==> src/rtl/inst_align_queue_pkg.sv <==
// Shared types and helpers for the fetch aligner and instruction queue.
package inst_align_queue_pkg;

  localparam int unsigned INST_Q_DEPTH = 8;
  localparam int unsigned XLEN         = 32;
  localparam int unsigned HALF_W       = 16;

  typedef enum logic {
    ST_IDLE = 1'b0,
    ST_HOLD = 1'b1
  } align_state_e;

  typedef struct packed {
    logic [XLEN-1:0] inst;
    logic [XLEN-1:0] addr;
    logic            is_c;
  } inst_rec_t;

  // A halfword starts a compressed instruction unless its low two bits are 2'b11.
  function automatic logic c_half(input logic [HALF_W-1:0] h);
    return h[1:0] != 2'b11;
  endfunction

endpackage

==> src/rtl/inst_splitter.sv <==
// Combinational splitter: turns one fetch word plus any held lower half
// into up to two whole instructions and the next aligner state.
module inst_splitter
  import inst_align_queue_pkg::*;
(
  input  align_state_e      state,
  input  logic [HALF_W-1:0] hold_half,
  input  logic [XLEN-1:0]   hold_addr,
  input  logic [XLEN-1:0]   fetch_addr,
  input  logic [XLEN-1:0]   fetch_data,
  output inst_rec_t         rec0_c,
  output inst_rec_t         rec1_c,
  output logic              rec0_valid_c,
  output logic              rec1_valid_c,
  output align_state_e      next_state_c,
  output logic [HALF_W-1:0] next_hold_half_c,
  output logic [XLEN-1:0]   next_hold_addr_c
);

  logic [HALF_W-1:0] lo_half;
  logic [HALF_W-1:0] hi_half;
  logic [XLEN-1:0]   hi_addr;
  logic              contig;
  logic              hi_push;
  logic              use_hi;
  inst_rec_t         hi_rec;

  always_comb begin
    lo_half          = fetch_data[15:0];
    hi_half          = fetch_data[31:16];
    hi_addr          = {fetch_addr[31:2], 2'b10};
    contig           = (state == ST_HOLD) && (fetch_addr == hold_addr + 32'd2);
    hi_push          = c_half(hi_half);
    hi_rec           = '{inst: {16'h0000, hi_half}, addr: hi_addr, is_c: 1'b1};
    use_hi           = 1'b0;
    rec0_c           = '0;
    rec1_c           = '0;
    rec0_valid_c     = 1'b0;
    rec1_valid_c     = 1'b0;
    next_state_c     = ST_IDLE;
    next_hold_half_c = hold_half;
    next_hold_addr_c = hold_addr;

    if (contig) begin
      // Complete the straddling instruction, then treat the upper half normally.
      rec0_c       = '{inst: {lo_half, hold_half}, addr: hold_addr, is_c: 1'b0};
      rec0_valid_c = 1'b1;
      rec1_c       = hi_rec;
      rec1_valid_c = hi_push;
      use_hi       = 1'b1;
    end else if (!fetch_addr[1]) begin
      if (c_half(lo_half)) begin
        rec0_c       = '{inst: {16'h0000, lo_half}, addr: fetch_addr, is_c: 1'b1};
        rec0_valid_c = 1'b1;
        rec1_c       = hi_rec;
        rec1_valid_c = hi_push;
        use_hi       = 1'b1;
      end else begin
        rec0_c       = '{inst: fetch_data, addr: fetch_addr, is_c: 1'b0};
        rec0_valid_c = 1'b1;
      end
    end else begin
      rec0_c       = hi_rec;
      rec0_valid_c = hi_push;
      use_hi       = 1'b1;
    end

    if (use_hi && !hi_push) begin
      next_state_c     = ST_HOLD;
      next_hold_half_c = hi_half;
      next_hold_addr_c = hi_addr;
    end
  end

endmodule

==> src/rtl/inst_align_queue.sv <==
// Fetch-side aligner feeding a first-word-fall-through instruction queue.
// Head outputs are registered and preloaded with the next head every cycle.
module inst_align_queue
  import inst_align_queue_pkg::*;
#(
  parameter int unsigned DEPTH = INST_Q_DEPTH,
  parameter int unsigned CNT_W = $clog2(DEPTH) + 1
) (
  input  logic             clk_in,
  input  logic             rst_in,
  input  logic             rdy_in,
  input  logic             flush,
  input  logic             fetch_valid,
  input  logic [31:0]      fetch_addr,
  input  logic [31:0]      fetch_data,
  output logic             fetch_ready,
  output logic             out_valid,
  output logic [31:0]      out_inst,
  output logic [31:0]      out_addr,
  output logic             out_is_c,
  input  logic             out_pop,
  output logic [CNT_W-1:0] count
);

  localparam int unsigned PTR_W = $clog2(DEPTH);

  align_state_e      state_q, state_d;
  logic [HALF_W-1:0] hold_half_q, hold_half_d;
  logic [XLEN-1:0]   hold_addr_q, hold_addr_d;
  logic [PTR_W-1:0]  wr_ptr_q, wr_ptr_d;
  logic [PTR_W-1:0]  rd_ptr_q, rd_ptr_d, rd_next;
  logic [CNT_W-1:0]  count_d, left_after_pop, n_push;
  inst_rec_t         head_q, head_d;
  logic              valid_d, ready_d;
  logic              accept, pop, push0, push1;

  inst_rec_t         mem [DEPTH];

  inst_rec_t         rec0, rec1;
  logic              rec0_valid, rec1_valid;
  align_state_e      sp_state;
  logic [HALF_W-1:0] sp_hold_half;
  logic [XLEN-1:0]   sp_hold_addr;

  inst_splitter u_splitter (
    .state            (state_q),
    .hold_half        (hold_half_q),
    .hold_addr        (hold_addr_q),
    .fetch_addr       (fetch_addr),
    .fetch_data       (fetch_data),
    .rec0_c           (rec0),
    .rec1_c           (rec1),
    .rec0_valid_c     (rec0_valid),
    .rec1_valid_c     (rec1_valid),
    .next_state_c     (sp_state),
    .next_hold_half_c (sp_hold_half),
    .next_hold_addr_c (sp_hold_addr)
  );

  assign out_inst = head_q.inst;
  assign out_addr = head_q.addr;
  assign out_is_c = head_q.is_c;

  // Next-state logic: freeze when not ready, flush beats push/pop.
  always_comb begin
    accept         = fetch_valid && fetch_ready && rdy_in && !flush;
    pop            = out_pop && out_valid && rdy_in && !flush;
    push0          = accept && rec0_valid;
    push1          = accept && rec1_valid;
    n_push         = CNT_W'(push0) + CNT_W'(push1);
    rd_next        = rd_ptr_q + PTR_W'(pop);
    left_after_pop = count - CNT_W'(pop);
    state_d        = state_q;
    hold_half_d    = hold_half_q;
    hold_addr_d    = hold_addr_q;
    wr_ptr_d       = wr_ptr_q;
    rd_ptr_d       = rd_ptr_q;
    count_d        = count;
    head_d         = head_q;
    valid_d        = out_valid;
    ready_d        = fetch_ready;

    if (rdy_in) begin
      if (flush) begin
        state_d  = ST_IDLE;
        wr_ptr_d = '0;
        rd_ptr_d = '0;
        count_d  = '0;
        head_d   = '0;
        valid_d  = 1'b0;
        ready_d  = 1'b1;
      end else begin
        if (accept) begin
          state_d     = sp_state;
          hold_half_d = sp_hold_half;
          hold_addr_d = sp_hold_addr;
        end
        wr_ptr_d = wr_ptr_q + PTR_W'(n_push);
        rd_ptr_d = rd_next;
        count_d  = count + n_push - CNT_W'(pop);
        valid_d  = count_d != '0;
        ready_d  = (CNT_W'(DEPTH) - count_d) >= CNT_W'(2);
        // An empty-after-pop queue takes its new head straight from this cycle's push.
        if (count_d == '0) begin
          head_d = '0;
        end else if (left_after_pop == '0) begin
          head_d = rec0;
        end else begin
          head_d = mem[rd_next];
        end
      end
    end
  end

  always_ff @(posedge clk_in) begin
    if (rst_in) begin
      state_q     <= ST_IDLE;
      hold_half_q <= '0;
      hold_addr_q <= '0;
      wr_ptr_q    <= '0;
      rd_ptr_q    <= '0;
      count       <= '0;
      head_q      <= '0;
      out_valid   <= 1'b0;
      fetch_ready <= 1'b1;
    end else begin
      state_q     <= state_d;
      hold_half_q <= hold_half_d;
      hold_addr_q <= hold_addr_d;
      wr_ptr_q    <= wr_ptr_d;
      rd_ptr_q    <= rd_ptr_d;
      count       <= count_d;
      head_q      <= head_d;
      out_valid   <= valid_d;
      fetch_ready <= ready_d;
    end
  end

  // Queue storage; no reset needed since pointers gate every read.
  always_ff @(posedge clk_in) begin
    if (!rst_in && push0) begin
      mem[wr_ptr_q] <= rec0;
    end
    if (!rst_in && push1) begin
      mem[wr_ptr_q + PTR_W'(1)] <= rec1;
    end
  end

endmodule
==> config.mk <==
export PLATFORM = sky130hd
export DESIGN_NAME = inst_align_queue
export DESIGN_NICKNAME = d
export VERILOG_FILES = /design/src/rtl/inst_align_queue_pkg.sv /design/src/rtl/inst_splitter.sv /design/src/rtl/inst_align_queue.sv
export SDC_FILE = /design/constraint.sdc
export NUM_CORES = 1
export LEC_CHECK = 0
export ABC_AREA = 0
export CAP_MARGIN = 20
export CELL_PAD_IN_SITES_DETAIL_PLACEMENT = 0
export CELL_PAD_IN_SITES_GLOBAL_PLACEMENT = 2
export CORE_AREA = 8 8 297 371
export CTS_CLUSTER_DIAMETER = 120
export DETAILED_ROUTE_END_ITERATION = 7
export DIE_AREA = 0 0 305 379
export GPL_TIMING_DRIVEN = 0
export PLACE_DENSITY_LB_ADDON = 0.2
export REMOVE_ABC_BUFFERS = 1
export SLEW_MARGIN = 20
export SYNTH_ARGS = -nofsm -noshare
export SYNTH_HDL_FRONTEND = slang
export SYNTH_SLANG_ARGS = --single-unit
export TNS_END_PERCENT = 1
==> constraint.sdc <==
create_clock -name clk_in -period 8.8 [get_ports clk_in]
set_clock_uncertainty 0.15 [all_clocks]
set_input_delay 1.32 -clock clk_in [delete_from_list [all_inputs] [get_ports clk_in]]
set_output_delay 1.32 -clock clk_in [all_outputs]
set_load 0.01 [all_outputs]
==> key figures <==
Pwr
  – Switching Share: 22.8%
  – NetSw: 1.56 mW
  – Max VDD drop: about 130 uV
  – Int Pwr: between 5 and 6 mW
  – Logic pwr share: ~4.2%
  – PD cells: 180 mW/mm^2
  – Power, Total: 6.84 mW
  – Leakage: 12.3 nW
  – Sequential cell fraction of total power: between 40 and 50%
  – Clock Power Share: ~49%

Synth
  – Xor and xnor area share after synthesis: under 10%
  – Synth Area in Adders: less than 1%
  – Synth cell count leaders: edfxtp_1 (384), dfxtp_1 (261), a22o_1 (241)
  – Most used DFF post-synth: edfxtp_1
  – Ys async rst share: 0%
  – Synth area leaders: edfxtp_1 (37%), dfxtp_1 (17%), mux4_2 (9.4%)
  – Mean Syn Cell Area: about 12 sq um
  – Synth Warn #: 0
  – Synth top area share: between 30% and 40%
  – Post-Syn Area: 0.0311 sq mm
  – Area leader, netlist: edfxtp_1
  – Post-synthesis mux area share: 13.0%
  – EDFF count, synth: 384
  – Post-Synth Simple-Gate Area: 8.32%
  – Synth unique cells: 71
  – Top-count cell post-synth: edfxtp_1
  – Sequential fraction of the synthesis area: around 54%
  – Largest family of logic cells by synthesized area: compound AO/OA/AOI/OAI gates
  – Synth Area in Compound Gates: a little under a fifth
  – #FFs+latches synth: approximately 650
  – Syn Inst Count: 2,550

Floorplanning
  – Die width: slightly above 300 microns
  – Initial Utilization: roughly 30%
  – Core Region: 0.104 sq mm
  – Std-Cell Rows: about 130
  – Total die area: 0.116 sq mm
  – Die Y: between 300 and 400 microns
  – Number of top-level pins: 141

Drt
  – Metal3 WL: 7600 microns
  – Initial DRC Count: slightly below 2,000
  – ANT nets after route: 0
  – Met2 wire length: around 59,000 microns
  – M1 WL: approximately 45,000 microns
  – Wire per inst: between 20 and 30 microns
  – Total wire length: 116,000 microns
  – DR vias: about 23,000
  – Max Used Layer: met5
  – Drt first pass iters: 7
  – Via density: a little under 6
  – DRC errors left: 0

Worst setup path
  – Crit path DAT: roughly 8800 ps
  – Worst Path Max Fanout: 23
  – Worst path most repeated cell: ha_1
  – R2r setup slk: between 600 and 700 ps
  – Worst Setup EP: out_addr[28]
  – Setup CP Type: input port to register
  – Worst path slowest cell: clkdlybuf4s50_1
  – Critical Path Stages: 26
  – Worst r2r src: hold_addr_q[2]
  – Crit path largest cell delay: between 700 and 800 ps
  – Critical R2R Capture: out_addr[28]
  – Worst setup path startpoint: fetch_addr[15]
  – Worst R2R Path Depth: 26
  – Critical Path RT: 9190 ps
  – Critical path's top delay family: simple AND/OR/NAND/NOR gates
  – Worst setup EP type: register
  – Buffer and inverter count on the worst path: 8
  – Startpoint Class: input port

Layout
  – Storage cell area: approximately 0.017 sq mm
  – Fraction of layout cells with a size suffix above 1: 17.3%
  – Layout area overhead: 22.2%
  – Area occupied by multi-input gates: roughly 0.013 sq mm
  – Net count, final: between 2,000 and 3,000
  – Fillcell total: about 10,000

Global routing
  – Grt total ovfl: 0
  – Pin count of the biggest net entering global routing: 56
  – Vias in the first global route: between 20,000 and 25,000
  – Initial antenna violation count: 10
  – Overall routing resource usage: 19.6%
  – First-pass GRT wire length: between 150,000 and 200,000 microns

STA
  – Final hold viol count: 0
  – Finish-stage setup viols: 0
  – Max Transition Viols Final: 0
  – Fmax: 0.119 GHz
  – RSZ-0062 raised after global routing: false
  – Crit path time final: 8390 ps
  – Rel. slew slack: 27.3%
  – Least-Margin Pin Slew: roughly 1100 ps
  – Final worst-path cycle share: between 90% and 100%
  – Hold slack: approximately 310 ps

Clock tree
  – Clock Latency Late Sink: between 600 and 700 ps
  – CTS buffer count: 77
  – H-tree levels: 3
  – Clock root cell: clkbuf_16
  – Sinks on Clock Net: ~650
  – CTS tree: done
  – Post-CTS setup buffers: 0
  – CTS Buffer Depth: 3
  – Worst-path clk slew: 60 ps

Place
  – RD Place Congestion: between 0.7 and 0.8
  – Detailed placer's ending HPWL: ~76,000 microns
  – # port buffers: 140

Hold path
  – HP Class: register to register
  – Hold path depth: 2

Status
  – Status: complete, no violations

Flow run
  – MaxCap Viol Count: 0
flip-flops by register name, indices dropped and copies added (netlist names):
signal       cells
mem            520
out_addr        32
out_inst        32
hold_addr_q     31
hold_half_q     16
count            4
rd_ptr_q         3
wr_ptr_q         3
fetch_ready      1
out_is_c         1
out_valid        1
state_q          1
cell type report:
cell class / instances / share of cell area (%)
flip-flops and latches: 645 / 44.1
diodes: 4 / 0.0264
clock buffers: 93 / 5.34
inverters: 16 / 0.158
multi-input cells: 1585 / 35.5
repair buffers: 241 / 8.81
well taps: 1350 / 4.45
clock inverters: 51 / 1.57
repair_timing:
item	CTS	global route
endpoints found under the setup margin	0	18
resized for setup	0	1
hold buffers	0	0
routing by layer:
metal / vias up / GRT usage [%]
met5: - / 0
met4: 6 / 7.47
met3: 218 / 3.51
met2: 946 / 35.2
met1: 11836 / 23.4
li1: 10050 / -
worst min path at each step:
stage	from	endpoint
final	out_inst[30]	out_inst[30]
after CTS	mem[7][1]	mem[7][1]
after detailed placement	out_inst[30]	out_inst[30]
after global placement	mem[5][1]	mem[5][1]
after global routing	mem[2][63]	mem[2][63]
after floorplan	mem[3][1]	mem[3][1]
layout by cell type, fill, tap and decap left out, drive strengths merged, types with 62 or more instances in the layout:
cell,instances
mux2i,110
a21oi,79
nand2,208
o2bb2ai,129
buf,103
nand3,151
o21ai,188
o221ai,62
clkbuf,93
edfxtp,384
a22o,241
clkdlybuf4s50,138
dfxtp,261
mux4,130
cell families after synthesis:
logic type | Yosys count
fa+ha+maj | 16
flops | 645
simple gates | 532
xor+xnor | 44
buf+inv | 320
mux | 242
compound gates | 751
power by group through the flow:
stage | clock network (mW) | registers [mW] | logic (mW)
after floorplan | 0 | 3.27 | 0.119
after global placement | 0 | 3.27 | 0.272
after detailed placement | 0 | 3.27 | 0.290
after CTS | 3.42 | 3.20 | 0.290
after global routing | 3.54 | 3.21 | 0.311
final | 3.34 | 3.20 | 0.289
worst register-to-register path: cells and delay by family (launching register included):
kind | cells | cell delay (ps)
and+or+nand+nor | 10 | 3590
adders and majority gates | 6 | 1880
buffers and inverters | 7 | 1140
DFF | 1 | 650
AOI/OAI and AO/OA | 3 | 650
stage by stage:
stage / utilization [%] / setup slack [ps] / area [sq um] / setup TNS [ps] / instances
2_1_floorplan: - / -190 / 29800 / -9730 / 2246
3_3_place_gp: 31.5 / -9840 / 32900 / -7022870 / 3736
3_5_place_dp: 33.9 / -406 / 35300 / -10340 / 3837
4_1_cts: 36.4 / 253 / 37900 / 0 / 3981
5_1_grt: 36.4 / 142 / 38000 / 0 / 3982
6_report: 36.4 / 410 / 38000 / 0 / 3985
Note: power is estimated with default switching activity, not from simulation.
